### src/rtl/rv_alu_encode.sv
// Encodes ALU R-type requests (ADD/SUB/AND/OR) into RV32I instruction words,
// buffered through a small FIFO; illegal op codes are dropped and counted.
module rv_alu_encode #(
    parameter int unsigned FIFO_DEPTH = 2
) (
    input  logic        clk,
    input  logic        rst_n,
    input  logic        in_valid,
    output logic        in_ready,
    input  logic [3:0]  in_alu_op,
    input  logic [4:0]  in_rd,
    input  logic [4:0]  in_rs1,
    input  logic [4:0]  in_rs2,
    output logic        out_valid,
    input  logic        out_ready,
    output logic [31:0] out_instr,
    output logic        err,
    output logic [7:0]  err_count,
    output logic [15:0] enc_count
);

    localparam int unsigned AW = (FIFO_DEPTH > 1) ? $clog2(FIFO_DEPTH) : 1;
    localparam int unsigned CW = AW + 1;

    typedef enum logic [3:0] {
        OP_ADD = 4'd0,
        OP_SUB = 4'd1,
        OP_AND = 4'd2,
        OP_OR  = 4'd3
    } alu_op_e;

    localparam logic [6:0] OPC_OP = 7'b0110011;

    logic [31:0]   r_mem [FIFO_DEPTH];
    logic [AW-1:0] r_wr_ptr;
    logic [AW-1:0] r_rd_ptr;
    logic [CW-1:0] r_count;
    logic          r_err;
    logic [7:0]    r_err_count;
    logic [15:0]   r_enc_count;

    logic          w_full;
    logic          w_empty;
    logic          w_accept;
    logic          w_legal;
    logic          w_push;
    logic          w_pop;
    logic [6:0]    w_funct7;
    logic [2:0]    w_funct3;
    logic [31:0]   w_word;

    assign w_full   = (r_count == CW'(FIFO_DEPTH));
    assign w_empty  = (r_count == '0);
    assign w_legal  = (in_alu_op < 4'd4);
    assign w_accept = in_valid && !w_full;
    assign w_push   = w_accept && w_legal;
    assign w_pop    = !w_empty && out_ready;

    always_comb begin
        w_funct7 = 7'b0000000;
        w_funct3 = 3'b000;
        case (alu_op_e'(in_alu_op))
            OP_ADD: begin
                w_funct7 = 7'b0000000;
                w_funct3 = 3'b000;
            end
            OP_SUB: begin
                w_funct7 = 7'b0100000;
                w_funct3 = 3'b000;
            end
            OP_AND: begin
                w_funct7 = 7'b0000000;
                w_funct3 = 3'b111;
            end
            OP_OR: begin
                w_funct7 = 7'b0000000;
                w_funct3 = 3'b110;
            end
            default: begin
                w_funct7 = 7'b0000000;
                w_funct3 = 3'b000;
            end
        endcase
        w_word = {w_funct7, in_rs2, in_rs1, w_funct3, in_rd, OPC_OP};
    end

    // Storage is reset so the head reads as zero out of reset.
    always_ff @(posedge clk or negedge rst_n) begin
        if (!rst_n) begin
            for (int unsigned i = 0; i < FIFO_DEPTH; i++) begin
                r_mem[i] <= '0;
            end
        end else if (w_push) begin
            r_mem[r_wr_ptr] <= w_word;
        end
    end

    always_ff @(posedge clk or negedge rst_n) begin
        if (!rst_n) begin
            r_wr_ptr <= '0;
            r_rd_ptr <= '0;
            r_count  <= '0;
        end else begin
            if (w_push) begin
                r_wr_ptr <= r_wr_ptr + AW'(1);
            end
            if (w_pop) begin
                r_rd_ptr <= r_rd_ptr + AW'(1);
            end
            case ({w_push, w_pop})
                2'b10:   r_count <= r_count + CW'(1);
                2'b01:   r_count <= r_count - CW'(1);
                default: r_count <= r_count;
            endcase
        end
    end

    always_ff @(posedge clk or negedge rst_n) begin
        if (!rst_n) begin
            r_err       <= 1'b0;
            r_err_count <= '0;
            r_enc_count <= '0;
        end else begin
            r_err <= w_accept && !w_legal;
            if (w_accept && !w_legal && (r_err_count != 8'hFF)) begin
                r_err_count <= r_err_count + 8'd1;
            end
            if (w_push) begin
                r_enc_count <= r_enc_count + 16'd1;
            end
        end
    end

    assign in_ready  = !w_full;
    assign out_valid = !w_empty;
    assign out_instr = r_mem[r_rd_ptr];
    assign err       = r_err;
    assign err_count = r_err_count;
    assign enc_count = r_enc_count;

endmodule

### config.mk
export PLATFORM = sky130hd
export DESIGN_NAME = rv_alu_encode
export DESIGN_NICKNAME = d
export VERILOG_FILES = /design/src/rtl/rv_alu_encode.sv
export SDC_FILE = /design/constraint.sdc
export NUM_CORES = 1
export LEC_CHECK = 0
export CORE_AREA = 8 8 79 95
export CTS_BUF_LIST = sky130_fd_sc_hd__clkbuf_2 sky130_fd_sc_hd__clkbuf_4 sky130_fd_sc_hd__clkbuf_8
export CTS_CLUSTER_DIAMETER = 30
export DETAILED_ROUTE_END_ITERATION = 8
export DIE_AREA = 0 0 87 103
export PLACE_DENSITY = 0.84
export SYNTH_ARGS = -nofsm -noshare
export SYNTH_HDL_FRONTEND = slang
export SYNTH_SLANG_ARGS = --single-unit
### constraint.sdc
create_clock -name clk -period 3.7 [get_ports clk]
set_input_delay 0.37 -clock clk [delete_from_list [all_inputs] [get_ports clk]]
set_output_delay 0.37 -clock clk [all_outputs]
set_load 0.03 [all_outputs]
==> metrics.cfg, run 1 <==
[clock_tree]
clk_pin_slew_ns=0.08
cts_made_buffers=9
cts.repair.resized=0
cts.path.max_buffers=2
postCtsSetupBuffers=0
ctsHoldBuffers=0
clk_latency_ns=0.34
ctsHtreeMaxLevel=3
cts_num_sinks=67
cts_root_buffer=clkbuf_8
cts_tree=yes

[setup_path]
cp_max_fo=20
start_kind=flip-flop
worstReg2RegStart=err_count[0]
path_cells=mux2_2 > clkdlybuf4s50_1
worstRegToRegCells=4
path_class=flip-flop to output port
cp.arrival_ns=2.31
max_stage_delay_ns=0.91
crit_path_end_kind=output port
crit_start=r_rd_ptr
critPathRequiredTime_ns=3.33
slowest_stage=dfrtp_1

[placed_design]
dp_hpwl_um=4530
post-place-ws_ns=1.38
placed_area_sq_um=3900
gp_congestion=0.742
io_buffers=72

[timing]
period_minus_slack_ns=2.68
setup_slack_ns=1.02
slew_viol_final=0
relSlewSlack=0.382
final-hold-violation-count=0
grt_setup_unrepaired=false
period_share=0.723
setup_violations=0
setup-tns-final_ns=0
fin_skew_ns=0.00959
max_freq_ghz=0.374
worst_pin_slew_ns=0.927

[status]
run_status=finished, final reports clean

[power]
seqPwrFrac=0.339
power_leakage_nw=1.93
switchingPower_w=0.00132
combinationalPowerShare=0.454
intPower_w=0.00233
powerDensity_nw_per_um2=880
ir_worst_vdd_mv=0.522
clock_power_share=0.206
swShare=0.361

[logic_synthesis]
synth_seq_cells=67
avgSynthCellArea_sq_um=13.6
synth_cell_types=30
synth_edf_count=0
yosys.area.top_type=dfrtp_1
synth_top_area_share=0.522
netlist_top_cells_count=dfrtp_1, mux2_2, mux2_4, xnor2_1
ys.flop_type=dfrtp_1
netlist_top_cells_area=dfrtp_1, mux2_4, mux2_2
synthesis.instances=236
yosysMostFrequentCell=dfrtp_1
synthArstFlopShare=1.00
yosysSeqAreaShare=0.522
ys_warn_count=0
syn_area_sq_um=3210

[routing]
avgViaCountPerCell=4.97
vias=1964
dr.first_iter.drc_count=82
drtPass1Iterations=4
wl_per_cell_um=16.0
wirelength_um=6320
ant_nets=0
drc_errors=0

[layout]
final_core_util=0.699
fin_area_sq_um=4150
area_delta_synth_final_pct=29.0
final_net_count=334
antenna_cells=0
fill_cells=444
layout-drive-gt1-share=0.259

[die]
rows=31
core_sq_um=5930
initial_core_util=0.541
die_area_sq_um=8960
die_w_um=87
io_pins=82
die_h_um=103

[global_route]
grt_pass1_wl_um=10400
antenna_found_initial=0
grt_util_met3=0.0726
use_met1=0.182
overflow=0
grt_max_degree=43
busiest_layer=met2
grt_usage=0.152
grt_pass1_vias=2160
use_met2=0.231

[worst_hold_path]
hp-class=input pin to async pin

[flow_run]
cap_violations=0

## metal layers
layer	routed length, um	up-vias
met4	80	0
met3	530	7
met2	2870	63
met5	0	-
li1	-	935
met1	2840	959
## state kept, by name, summed over array words and instances, names as in the netlist
name and count:
r_count 2, enc_count 16, err_count 8, r_mem 38, r_rd_ptr 1, err 1, r_wr_ptr 1
## kinds of logic (layout without fill, tap and decap cells)
family	count (synthesis)	in the layout	share of synthesized area
mux	56	56	0.228
compound gates	1	1	0.00273
simple gates	58	58	0.106
other cells	1	9	0.00117
fa+ha+maj	3	3	0.0117
flops	67	67	0.522
buf+inv	24	93	0.0580
xor+xnor	26	26	0.0709
## placed cells by master (no fill, tap or decap), drive strengths merged, types with 3 or more instances in the layout
master,count
and3,5
and4,3
bufinv,3
clkbuf,10
clkdlybuf4s50,71
conb,9
dfrtp,67
ha,3
inv,5
mux2,56
nand2,14
nand2b,3
nand3,9
nand4,4
nor2,7
nor3,4
xnor2,14
xor2,12
## worst max-delay path: cells and delay by family (launching register included)
family	cells	cell delay, ns
buffers and inverters	1	0.61
DFF	1	0.91
muxes	1	0.44
## worst paths after layout
path | to | slack (ns)
setup / recovery | out_instr[0] | 1.02
hold / removal | r_mem[19] | 0.16
setup reg to reg | err_count[1] | 1.95
hold reg to reg | r_mem[37] | 0.47
max in group asynchronous | enc_count[4] | 2.66
min in group clk | r_mem[37] | 0.47
## power groups by stage
stage                     sequential (W)  clock, W  combinational (W)
final                            0.00124  0.000753            0.00166
after global placement           0.00124         0            0.00165
after global routing             0.00128  0.000804            0.00176
after floorplan                  0.00127         0            0.00108
after detailed placement         0.00125         0            0.00167
after CTS                        0.00124  0.000770            0.00168
## per-stage QoR
stage / hold slack, ns / std cells / total power (W)
CTS: 0.171 / 395 / 0.00369
global route: 0.221 / 395 / 0.00385
floorplan: 0.0744 / 244 / 0.00235
global placement: 0.446 / 379 / 0.00289
detailed placement: 0.452 / 379 / 0.00293
finish: 0.157 / 395 / 0.00365
## cell type report
class | instances | area (sq um) | area share
inverters | 4 | 15.0 | 0.00362
clock inverters | 6 | 111 | 0.0269
clock buffers | 10 | 138 | 0.0332
well taps | 82 | 103 | 0.0247
multi-input cells | 153 | 1380 | 0.333
flip-flops and latches | 67 | 1680 | 0.404
repair buffers | 73 | 723 | 0.174
Note: power is estimated with default switching activity, not from simulation.
==> inputs of run 2 (changes only) <==
Settings changed: CORE_AREA 8 8 79 95 to 8 8 82 98, DIE_AREA 0 0 87 103 to 0 0 90 106, PLACE_DENSITY 0.84 to 0.78.
Clock period 3.7 ns to 2.7 ns, I/O delays scaled along.
==> run 2 against run 1 <==
Effect of this change:
- count of clock-buffer cells in the layout is 1 higher
- die area rose by 6.5%
- worst setup slack lost 0.66 ns
- non-clock buffer count increased by 2
- highest routed layer unchanged
- worst hold slack gained 0.31 ns
- global-route usage is 1.1 points lower
- via count increased by 1.3%
- first-iteration DRC count fell by 35%
- register-to-register slack got worse by 1.1 ns
- sequential share of layout area down 0.11 points
- clock power is 15% higher
==> metrics.cfg, run 2 (same netlist as run 1, synthesis figures left out) <==
[timing]
final-hold-violation-count=0
fin_skew_ns=0.00652
setup-tns-final_ns=0
period_minus_slack_ns=2.34
setup_violations=0
slew_viol_final=0
relSlewSlack=0.520
period_share=0.865
max_freq_ghz=0.428
grt_setup_unrepaired=false
worst_pin_slew_ns=0.720

[setup_path]
r2r-end=err_count[1]
cp-endpoint=out_instr[14]
crit_start=r_rd_ptr
worstReg2RegStart=err_count[0]
cp.arrival_ns=2.07
crit_path_end_kind=output port
start_kind=flip-flop
cp_max_fo=15
path_class=flip-flop to output port
r2r_slack_ns=0.89
critPathRequiredTime_ns=2.43
worstRegToRegCells=4

[layout]
layout.cells.non_filler=402
fill_cells=531
regMostFlops=r_mem
antenna_cells=0
layout_common_cells=clkdlybuf4s50_1, dfrtp_1, mux2_2
largest_reg_flops=38
layout-drive-gt1-share=0.260
layout_commonest_cell=clkdlybuf4s50_1
final_net_count=336
multi_input_area_sq_um=1380
area_delta_synth_final_pct=29.4
fin_area_sq_um=4160
regArea_sq_um=1680

[routing]
drtPass1Iterations=4
dr.first_iter.drc_count=53
vias=1990
wirelength_um=6520
avgViaCountPerCell=4.95
wl_per_cell_um=16.2
drc_errors=0
ant_nets=0

[placed_design]
io_buffers=72
gp_congestion=0.737
dp_hpwl_um=4660
dp.cells=385
placed_area_sq_um=3940

[die]
core_sq_um=6610
die_w_um=90
die_area_sq_um=9540
initial_core_util=0.486
io_pins=82
rows=33
die_h_um=106

[clock_tree]
ctsHtreeMaxLevel=3
clk_latency_ns=0.34
cts_made_buffers=9
cts_num_sinks=67
cts.repair.resized=0
cts_tree=yes
cts.path.max_buffers=2
cts_root_buffer=clkbuf_8
clk_pin_slew_ns=0.08

[global_route]
grt_pass1_wl_um=11000
grt_max_degree=38
grt_usage=0.141
busiest_layer=met2
use_met2=0.226
grt_util_met3=0.0507
overflow=0
grt_pass1_vias=2180
use_met1=0.168
antenna_found_initial=0

[power]
powerDensity_nw_per_um2=1180
power_leakage_nw=1.94
finalPower_w=0.00489
ir_worst_vdd_mv=0.580

[worst_hold_path]
hp-class=flip-flop to flip-flop

[flow_run]
cap_violations=0

[status]
run_status=finished, final reports clean

-- run 2: cell count changes in the layout (fill, tap and decap cells not counted), sizes merged --
cell / delta
buf: +1
bufinv: -2
clkbuf: +1
clkinv: +1
dlygate4sd3: +1
-- run 2: layer usage --
| metal | vias up | share of wire |
|---|---|---|
| li1 | 933 | - |
| met1 | 988 | 0.46 |
| met2 | 58 | 0.46 |
| met3 | 11 | 0.063 |
| met4 | 0 | 0.018 |
| met5 | - | 0 |
-- run 2: critical path: stages, from the launching register on --
cell,delay (ns)
dfrtp_1,0.54
buf_12,0.20
mux2_2,0.37
clkdlybuf4s50_1,0.60
-- run 2: final cells by class --
type	count	area share
tap	87	0.0262
inverter	4	0.00361
clock buffer	11	0.0364
clock inverter	5	0.0144
multi-input combinational	153	0.332
sequential	67	0.403
timing repair buffer	75	0.184
-- run 2: what timing repair did --
item	in CTS	in global routing
setup buffers	0	0
hold buffers	1	0
hold endpoints to repair	29	0
-- run 2: how the worst min path moves through the flow --
| stage | from | end | slack, ns | cells after the start |
|---|---|---|---|---|
| 6_report | enc_count[15] | enc_count[15] | 0.47 | 1 |
| 5_1_grt | r_mem[37] | r_mem[37] | 0.50 | 1 |
| 4_1_cts | r_mem[5] | r_mem[5] | 0.47 | 1 |
| 3_5_place_dp | rst_n | r_mem[46] | 0.37 | 1 |
| 3_3_place_gp | rst_n | r_mem[23] | 0.36 | 1 |
| 2_1_floorplan | rst_n | enc_count[0] | -0.03 | 0 |
-- run 2: where the power goes --
group	internal, W	switching [W]
clock	0.000480	0.000386
combinational	0.00121	0.00115
sequential	0.00138	0.000289
total	0.00307	0.00182
-- run 2: stage by stage --
step | utilization | worst slack [ns] | hold slack [ns]
after floorplan | - | 0.899 | -0.0256
after global placement | 0.596 | 0.739 | 0.361
after detailed placement | 0.596 | 0.630 | 0.370
after CTS | 0.629 | 0.343 | 0.474
after global routing | 0.629 | 0.291 | 0.504
final | 0.629 | 0.363 | 0.471
==> inputs of run 3 (changes only) <==
Settings changed: HOLD_SLACK_MARGIN from default to 0.06.
==> results of run 3 <==
No change in the layout: final DEF, timing and power equal those of run 2.
